==> src/rtl/jk_bank_ctrl.sv <==
// jk_bank_ctrl: two-port arbiter and sequencer for a JK flip-flop bank.
// Define JKCTRL_RR_EN for round-robin ties; otherwise req0 has fixed priority.
module jk_bank_ctrl #(
  parameter int WIDTH  = 8,
  parameter int SETTLE = 2
) (
  input  logic             clk,
  input  logic             _rst,
  input  logic             req0,
  input  logic             req1,
  input  logic [1:0]       op0,
  input  logic [1:0]       op1,
  input  logic [WIDTH-1:0] mask0,
  input  logic [WIDTH-1:0] mask1,
  output logic             done0,
  output logic             done1,
  output logic [WIDTH-1:0] rdata,
  output logic             busy,
  output logic [WIDTH-1:0] j,
  output logic [WIDTH-1:0] k,
  input  logic [WIDTH-1:0] q
);

  typedef enum logic [1:0] {
    S_IDLE,
    S_DRIVE,
    S_SETTLE,
    S_DONE
  } state_t;

  localparam logic [3:0] CNT_INIT = 4'(SETTLE - 1);

  state_t           state_q;
  logic [3:0]       cnt_q;
  logic             gnt_q;
  logic [WIDTH-1:0] j_q;
  logic [WIDTH-1:0] k_q;
  logic [WIDTH-1:0] rdata_q;
  logic             done0_q;
  logic             done1_q;
  logic             busy_q;
`ifdef JKCTRL_RR_EN
  logic             rr_q;
`endif

  logic             gnt_d;
  logic [1:0]       op_d;
  logic [WIDTH-1:0] mask_d;
  logic [WIDTH-1:0] j_d;
  logic [WIDTH-1:0] k_d;

  // Pick the winner among the current requests and form its j/k pattern.
  always_comb begin
    gnt_d = 1'b0;
`ifdef JKCTRL_RR_EN
    if (req0 && req1) gnt_d = rr_q;
    else              gnt_d = req1;
`else
    gnt_d = ~req0;
`endif
    op_d   = gnt_d ? op1 : op0;
    mask_d = gnt_d ? mask1 : mask0;
    j_d    = mask_d & {WIDTH{op_d[1]}};
    k_d    = mask_d & {WIDTH{op_d[0]}};
  end

  // Transaction sequencer; every output is a register.
  always_ff @(posedge clk or negedge _rst) begin
    if (!_rst) begin
      state_q <= S_IDLE;
      cnt_q   <= '0;
      gnt_q   <= 1'b0;
      j_q     <= '0;
      k_q     <= '0;
      rdata_q <= '0;
      done0_q <= 1'b0;
      done1_q <= 1'b0;
      busy_q  <= 1'b0;
`ifdef JKCTRL_RR_EN
      rr_q    <= 1'b0;
`endif
    end else begin
      done0_q <= 1'b0;
      done1_q <= 1'b0;
      unique case (state_q)
        S_IDLE: begin
          if (req0 || req1) begin
            gnt_q   <= gnt_d;
            j_q     <= j_d;
            k_q     <= k_d;
            busy_q  <= 1'b1;
            state_q <= S_DRIVE;
          end else begin
            busy_q  <= 1'b0;
          end
        end
        S_DRIVE: begin
          j_q     <= '0;
          k_q     <= '0;
          cnt_q   <= CNT_INIT;
          state_q <= S_SETTLE;
        end
        S_SETTLE: begin
          if (cnt_q == 4'd0) state_q <= S_DONE;
          else               cnt_q   <= cnt_q - 4'd1;
        end
        S_DONE: begin
          rdata_q <= q;
          done0_q <= ~gnt_q;
          done1_q <= gnt_q;
`ifdef JKCTRL_RR_EN
          rr_q    <= ~gnt_q;
`endif
          state_q <= S_IDLE;
        end
        default: state_q <= S_IDLE;
      endcase
    end
  end

  assign j     = j_q;
  assign k     = k_q;
  assign rdata = rdata_q;
  assign done0 = done0_q;
  assign done1 = done1_q;
  assign busy  = busy_q;

endmodule

==> config.mk <==
export PLATFORM = sky130hd
export DESIGN_NAME = jk_bank_ctrl
export DESIGN_NICKNAME = d
export VERILOG_FILES = /design/src/rtl/jk_bank_ctrl.sv
export SDC_FILE = /design/constraint.sdc
export NUM_CORES = 1
export LEC_CHECK = 0
export ABC_CLOCK_PERIOD_IN_PS = 2300
export CORE_UTILIZATION = 44
export DETAILED_ROUTE_END_ITERATION = 6
export PLACE_DENSITY = 0.86
export REMOVE_ABC_BUFFERS = 1
export SLEW_MARGIN = 20
export SYNTH_ARGS = -nofsm -noshare
export SYNTH_HDL_FRONTEND = slang
export SYNTH_SLANG_ARGS = --single-unit
export TNS_END_PERCENT = 100
==> constraint.sdc <==
create_clock -name clk -period 2.3 [get_ports clk]
set_input_delay 0.69 -clock clk [delete_from_list [all_inputs] [get_ports clk]]
set_output_delay 0.69 -clock clk [all_outputs]
set_load 0.02 [all_outputs]
Yosys cells after proc, flatten, opt, wreduce, memory -nomap -nowiden
Cells that the tools add are included.
{"block": "totals", "ff_bits": 34}
{"block": "classes", "n_addsub": 1, "n_eq_ne": 6, "mux": 14, "n_bitwise": 4, "n_reduce_logical": 9}
{"cell": "case mux 8 bit (2 select lines)", "n": 2}
{"cell": "2-to-1 mux 8 bit", "n": 3}
{"cell": "bitwise AND 8 bit", "n": 2}
{"cell": "case mux 2 bit (4 select lines)", "n": 1}
{"cell": "case mux 4 bit (2 select lines)", "n": 1}
{"cell": "AND reduction 2 bit", "n": 4}
{"cell": "2-to-1 mux 2 bit", "n": 3}
{"cell": "inequality test 2 bit, second input constant", "n": 3}
{"cell": "== test 2 bit, second input constant", "n": 2}
{"cell": "zero test 4 bit", "n": 1}
{"cell": "2-to-1 mux 4 bit", "n": 1}
{"cell": "nonzero test 2 bit", "n": 2}
{"cell": "subtractor 4 x 1 -> 4 bit, second input constant", "n": 1}
{"cell": "2-to-1 mux 1 bit", "n": 3}
{"cell": "== test 2 x 1 -> 1 bit, second input constant", "n": 1}
{"cell": "zero test 2 bit", "n": 1}
{"cell": "NOT 1 bit", "n": 2}
{"cell": "logical OR 1 bit", "n": 1}

Depth between registers and ports, before layout
Gate-level depths: netlist (run 1).
{"block": "logic_depth", "word_depth": 4, "depth_mapped": 6, "depth_no_buf": 5}

Worst setup path before layout (run 1)
Ideal clock, no wire load.
{"block": "synth_path", "path_kind": "reg2reg", "start": "reg state_q[0]", "end": "reg j_q[4], in the netlist j[4]", "setup_ns": 0.121, "arrival_time_ns": 1.506, "t_required_ns": 2.179, "slack_ns": 0.673, "stages_incl_launch_ff": 7, "synth_period_minus_slack_ns": 1.627, "cell_sequence": "dfrtp_1 -> inv_1 -> ha_1 -> nor3b_4 -> o21bai_2 -> buf_6 -> a22o_2"}
{"block": "synth_between", "elab_chain_cells": 3, "word_cells_on_any_way": 6, "cone_classes": "2 x eq/ne; 1 x mux; 3 x reduce/logical"}
{"element": "from (decl)", "line_no": "33", "text": "state_t state_q;"}
{"element": "from (signal assigned)", "line_no": "70", "text": "state_q <= S_IDLE;"}
{"element": "from (signal assigned)", "line_no": "92", "text": "state_q <= S_DRIVE;"}
{"element": "from (signal assigned)", "line_no": "101", "text": "state_q <= S_SETTLE;"}
{"element": "== test 2 x 1 -> 1 bit / zero test 2 bit (equally long branches)", "line_no": "85", "text": "unique case (state_q)"}
{"element": "nonzero test 2 bit (no line) / inequality test 2 bit (equally long branches)"}
{"element": "AND reduction 2 bit (no line)"}
{"element": "to (signal assigned)", "line_no": "89", "text": "j_q <= j_d;"}
{"element": "to (decl)", "line_no": "36", "text": "logic [WIDTH-1:0] j_q;"}
Several ways; a longest one is shown, not always the timed one.
A chain may end at the register's enable or synchronous reset.

Worst setup path after layout (run 1)
{"block": "layout_path", "start": "reg rdata_q[6], in the netlist rdata[6]", "end": "out rdata[6]"}
{"element": "from (decl)", "line_no": "38", "text": "logic [WIDTH-1:0] rdata_q;"}
{"element": "from (signal assigned)", "line_no": "108", "text": "rdata_q <= q;"}
{"element": "to (decl)", "line_no": "17", "text": "output logic [WIDTH-1:0] rdata,"}
No word-level cell between the ends.

==> results_dict.tcl, run 1 <==
set metrics [dict create \
    cap_violations 0 \
    start_util_pct 46.7 \
    place_congestion 0.753 \
    synth_largest_area_cell "dfrtp_1" \
    drive_gt1_share_pct 17.2 \
    r2r_cells 5 \
    hold_viol 0 \
    critPathSlowestCell "clkdlybuf4s50_1" \
    grt_busiest_layer "met2" \
    syn_area_per_cell_um2 12.5 \
    cts_tree "built" \
    final_common_cell "clkdlybuf4s50_1" \
    fp.dieW_um 62 \
    r2r_setup_slack_ns 0.49 \
    drc 0 \
    ios 59 \
    setup.worst_path.end "rdata[6]" \
    maxSlewViolCount 0 \
    worstSetupEndpointType "primary output" \
    synth_compound_area_share_pct 13.7 \
    grtUsageMet2_pct 38.4 \
    clock-sinks 34 \
    first_pass_iters 4 \
    initialDrtViolationCount 64 \
    grtUsageMet3_pct 6.42 \
    fin_crit_ns 2.01 \
    grt_max_degree 35 \
    die_h_um 62 \
    fin_skew_ns 0.0112 \
    grtUsageMet1_pct 23.2 \
    p_leak_nw 1.03 \
    wire_per_inst_um 15.1 \
    power_density_nw_per_um2 1330 \
    ys_seq_area_share_pct 53.7 \
    synth-xor-area-share_pct 0 \
    cp_num_buf_inv 1 \
    synthDistinctLibCells 28 \
    synth_ff_type "dfrtp_1" \
    rsz0062_at_grt "false" \
    grt_overflow_total 0 \
    htreeDepth 2 \
    ys_async_sr_fraction_pct 100 \
    layout_common_cells "clkdlybuf4s50_1, dfrtp_1, nor2_1, mux2_2, a22o_2" \
    cts_hold_buf 0 \
    required_ns 1.61 \
    synth_area_leaders "dfrtp_1, mux2_2, a22o_2" \
    synth_edf_count 0 \
    cp_slowest_stage_delay_ns 0.61 \
    r2r-end "state_q[1]$_DFFE_PN0P_" \
    syn2layout_area_growth_pct 43.8 \
    clock_path_buffers 2 \
    routed_via_density 5.14 \
    grt_first_pass_wirelength_um 5660 \
    port_buffers 58 \
    wl_um 3580 \
    n_antenna_cell 0 \
    dp_cells 230 \
    crit_path_max_fanout 2 \
    vias 1224 \
    die_area_um2 3840 \
    status "completed" \
    synth_adder_area_share_pct 5.53 \
    crit_arrival_ns 1.32 \
    relSlewSlack_pct 57.9 \
    ys_seq_elements 34 \
    reg2reg_from "cnt_q[0]$_DFFE_PN0P_" \
    path_delay_family "buffers and inverters" \
    worstPathCellList "clkdlybuf4s50_1" \
    finalNonFillerCells 238 \
    hp-class "flip-flop to flip-flop" \
    crit_type "flip-flop to primary output" \
    worstMarginPinSlew_ns 0.630 \
    synth.top_cell.area_share_pct 53.7 \
    yosys.area_share.simple_pct 11.5 \
    final_antenna_net_count 0 \
    antenna_found_initial 0 \
    max_freq_ghz 0.498 \
    clk_pin_slew_ns 0.11 \
    cts_buffers 5 \
    rows 21 \
    startpoint "rdata[6]$_DFFE_PN0N_" \
    synth_mux_area_share_pct 12.9 \
    setup-violations-final 0 \
    synth_top_family_by_area "compound AO/OA/AOI/OAI gates" \
    finalSetupTns_ns 0 \
    nets 230 \
    fp.coreArea_um2 3390 \
    syn_inst 127 \
    worstSetupPathDepth 1 \
    post-cts-setup-buffer-count 0 \
    netlist_area_um2 1580 \
    ctsResizeCount 0 \
    synth_warnings 0 \
    critPathLaunchType "flip-flop" \
    period_share_pct 87.3 \
    grt_pass1_vias 1254 \
    grt_usage_pct 21.0 \
    ir_drop_v 0.000695 \
    hpwl_um 2760 \
    cts_root_buffer "clkbuf_4" \
    clock_latency_ns 0.33 \
]
==> final cells by class <==
cell class	count	area, um2
Inverter	4	15.0
Clock buffer	7	55.1
Sequential cell	34	851
Multi-Input combinational cell	85	691
Timing Repair Buffer	61	603
Fill cell	238	1110
Tap cell	46	57.6
Clock inverter	1	5.00
==> layer usage <==
layer / vias to the layer above / share of wire, %
met4: 0 / 1.1
met3: 6 / 5.8
li1: 585 / -
met1: 595 / 41
met5: - / 0
met2: 38 / 52
==> cells by family (layout without fill, tap and decap cells) <==
| family | Yosys count | in the layout |
|---|---|---|
| AO/OA/AOI/OAI | 25 | 25 |
| AND/OR/NAND/NOR | 34 | 34 |
| adder cells (fa/ha/maj) | 7 | 7 |
| buffers and inverters | 8 | 73 |
| multiplexers | 19 | 19 |
| flip-flops | 34 | 34 |
==> report_power, final <==
group | total, mW | internal [mW] | switching [mW]
registers | 1.05 | 0.878 | 0.173
clock network | 0.340 | 0.148 | 0.192
logic | 1.64 | 0.839 | 0.801
total | 3.03 | 1.86 | 1.17
==> per-stage QoR <==
step | cell area (um2) | worst slack (ns) | hold WS [ns] | power [mW] | util [%]
after CTS | 2280 | 0.276 | 0.483 | 3.05 | 67.2
after global routing | 2280 | 0.228 | 0.533 | 3.24 | 67.2
final | 2280 | 0.292 | 0.488 | 3.03 | 67.2
after floorplan | 1560 | 0.675 | 0.394 | 1.99 | -
after global placement | 2220 | 0.115 | 0.457 | 2.63 | 65.4
after detailed placement | 2220 | 0.0824 | 0.470 | 2.71 | 65.4
==> flip-flops by register name, indices dropped and copies added (netlist names) <==
register  cells
j             8
k             8
rdata         8
cnt_q         4
state_q       2
busy          1
done0         1
done1         1
gnt_q         1
==> worst min-delay path by stage <==
stage | start | end | slack [ns] | cells past startpoint
floorplan | _rst | busy$_DFFE_PN0N_ | 0.39 | 0
CTS | gnt_q$_DFFE_PN0P_ | done0$_DFF_PN0_ | 0.48 | 1
global route | gnt_q$_DFFE_PN0P_ | done0$_DFF_PN0_ | 0.53 | 1
global placement | gnt_q$_DFFE_PN0P_ | done0$_DFF_PN0_ | 0.46 | 1
finish | gnt_q$_DFFE_PN0P_ | done0$_DFF_PN0_ | 0.49 | 1
detailed placement | gnt_q$_DFFE_PN0P_ | done0$_DFF_PN0_ | 0.47 | 1
==> synthesized netlist by cell type (3+ instances only) <==
cell type and number:
dfrtp_1 34, nor2_1 12, mux2_2 11, a22o_2 10, mux2i_1 8, ha_1 7, nand2_1 7, a22o_1 5
inv_1 4, nand2b_1 4, a21oi_1 3, nor2b_1 3
Note: power is estimated with default switching activity, not from simulation.
==> inputs of run 2 (changes only) <==
- CORE_MARGIN: not set -> 2
==> run 2 against run 1 <==
Net effect:
- maximum frequency fell by 0.47%
- sequential power barely moved
- sequential share of layout area fell by 0.12 points
- design area rose by 0.33%
- cell count rose by 0.42%
- flip-flop and latch count did not move
==> results_dict.tcl, run 2 (synthesis gave the netlist of run 1 again) <==
set metrics [dict create \
    status "completed" \
    clock_path_buffers 2 \
    cp_slowest_stage_delay_ns 0.62 \
    syn2layout_area_growth_pct 44.2 \
    ctsResizeCount 0 \
    vias 1231 \
    clk_pin_slew_ns 0.10 \
    wl_met1_um 1510 \
    clock-sinks 34 \
    hpwl_um 2810 \
    port_buffers 58 \
    critPathLaunchType "flip-flop" \
    crit_type "flip-flop to primary output" \
    worstPathCellList "clkdlybuf4s50_1" \
    place_ws_ns 0.0698 \
    grt_usage_pct 19.0 \
    layout_common_cells "clkdlybuf4s50_1, dfrtp_1, nor2_1, mux2_2, a22o_2" \
    ir_drop_v 0.000667 \
    met2_length_um 1860 \
    routed_via_density 5.15 \
    worstSetupEndpointType "primary output" \
    fp.coreArea_um2 3390 \
    htreeDepth 2 \
    nets 231 \
    antenna_found_initial 0 \
    grt_first_pass_wirelength_um 5850 \
    wl_met3_um 182 \
    fin_crit_ns 2.02 \
    cts_tree "built" \
    fp.dieW_um 64 \
    fin_skew_ns 0.00387 \
    cts_root_buffer "clkbuf_4" \
    relSlewSlack_pct 58.6 \
    worstMarginPinSlew_ns 0.621 \
    place_congestion 0.831 \
    rsz0062_at_grt "false" \
    wl_um 3610 \
    post-cts-setup-buffer-count 0 \
    die_h_um 64 \
    drive_gt1_share_pct 17.6 \
    wire_per_inst_um 15.1 \
    required_ns 1.61 \
    initialDrtViolationCount 45 \
    critPathSlowestCell "clkdlybuf4s50_1" \
    seqCellArea_um2 851 \
    finalSetupTns_ns 0 \
    cts_buffers 5 \
    maxSlewViolCount 0 \
    period_share_pct 87.7 \
    fin_ws_ns 0.282 \
    start_util_pct 46.7 \
    drc 0 \
    path_delay_family "buffers and inverters" \
    first_pass_iters 4 \
    grt_overflow_total 0 \
    setup-violations-final 0 \
    cts_hold_buf 0 \
    cp_num_buf_inv 1 \
    finalPower_mw 3.02 \
    p_leak_nw 1.03 \
    final_antenna_net_count 0 \
    die_area_um2 4100 \
    multi_input_area_um2 691 \
    cap_violations 0 \
    hold_viol 0 \
    power_density_nw_per_um2 1320 \
    n_antenna_cell 0 \
    crit_arrival_ns 1.33 \
    final_common_cell "clkdlybuf4s50_1" \
    r2r_setup_slack_ns 0.51 \
    max_freq_ghz 0.496 \
    routed.top_layer "met4" \
    grt_max_degree 35 \
    hp-class "flip-flop to flip-flop" \
    fillers 229 \
    crit_path_max_fanout 2 \
    ios 59 \
    rows 21 \
    clock_latency_ns 0.33 \
    grt_pass1_vias 1235 \
]
run 2: changes by cell type in the layout (fill, tap and decap cells not counted), sizes merged:
cell  delta
buf      +1
run 2: report_power, final:
group	internal (mW)	switching (mW)
registers	0.878	0.170
logic	0.839	0.792
clock network	0.148	0.195
run 2: final timing paths:
| path | depth (start not counted) | startpoint | endpoint |
|---|---|---|---|
| max | 1 | j[6]$_DFFE_PN0P_ | j[6] |
| min | 1 | gnt_q$_DFFE_PN0P_ | done0$_DFF_PN0_ |
| max reg2reg | 5 | state_q[0]$_DFFE_PN0P_ | k[7]$_DFFE_PN0P_ |
| min reg2reg | 1 | gnt_q$_DFFE_PN0P_ | done0$_DFF_PN0_ |
| max in group asynchronous | 2 | _rst | k[7]$_DFFE_PN0P_ |
| min in group asynchronous | 2 | _rst | rdata[0]$_DFFE_PN0N_ |
run 2: per-stage QoR:
| step | std cells | cell area [um2] | util (%) | hold WS, ns |
|---|---|---|---|---|
| global placement | 231 | 2220 | 65.6 | 0.450 |
| detailed placement | 231 | 2220 | 65.6 | 0.466 |
| CTS | 239 | 2280 | 67.4 | 0.475 |
| finish | 239 | 2280 | 67.4 | 0.477 |
| global route | 239 | 2280 | 67.4 | 0.489 |
| floorplan | 123 | 1560 | - | 0.394 |
run 2: per-layer routing:
metal  vias to the layer above  track usage, %
li1                        583               -
met1                       602            21.7
met2                        41            34.1
met3                         5            3.35
met4                         0            8.97
met5                         -               0
run 2: layout make-up:
cell class                      count  area share (%)
Timing Repair Buffer               62            26.7
Clock buffer                        7            2.41
Tap cell                           46            2.52
Multi-Input combinational cell     85            30.2
Clock inverter                      1           0.219
Inverter                            4           0.657
Sequential cell                    34            37.2
==> inputs of run 3 (changes only) <==
- SLEW_MARGIN: 20 -> not set
==> results of run 3 <==
Same layout as run 2: the final DEF is identical, and so are final timing and power.
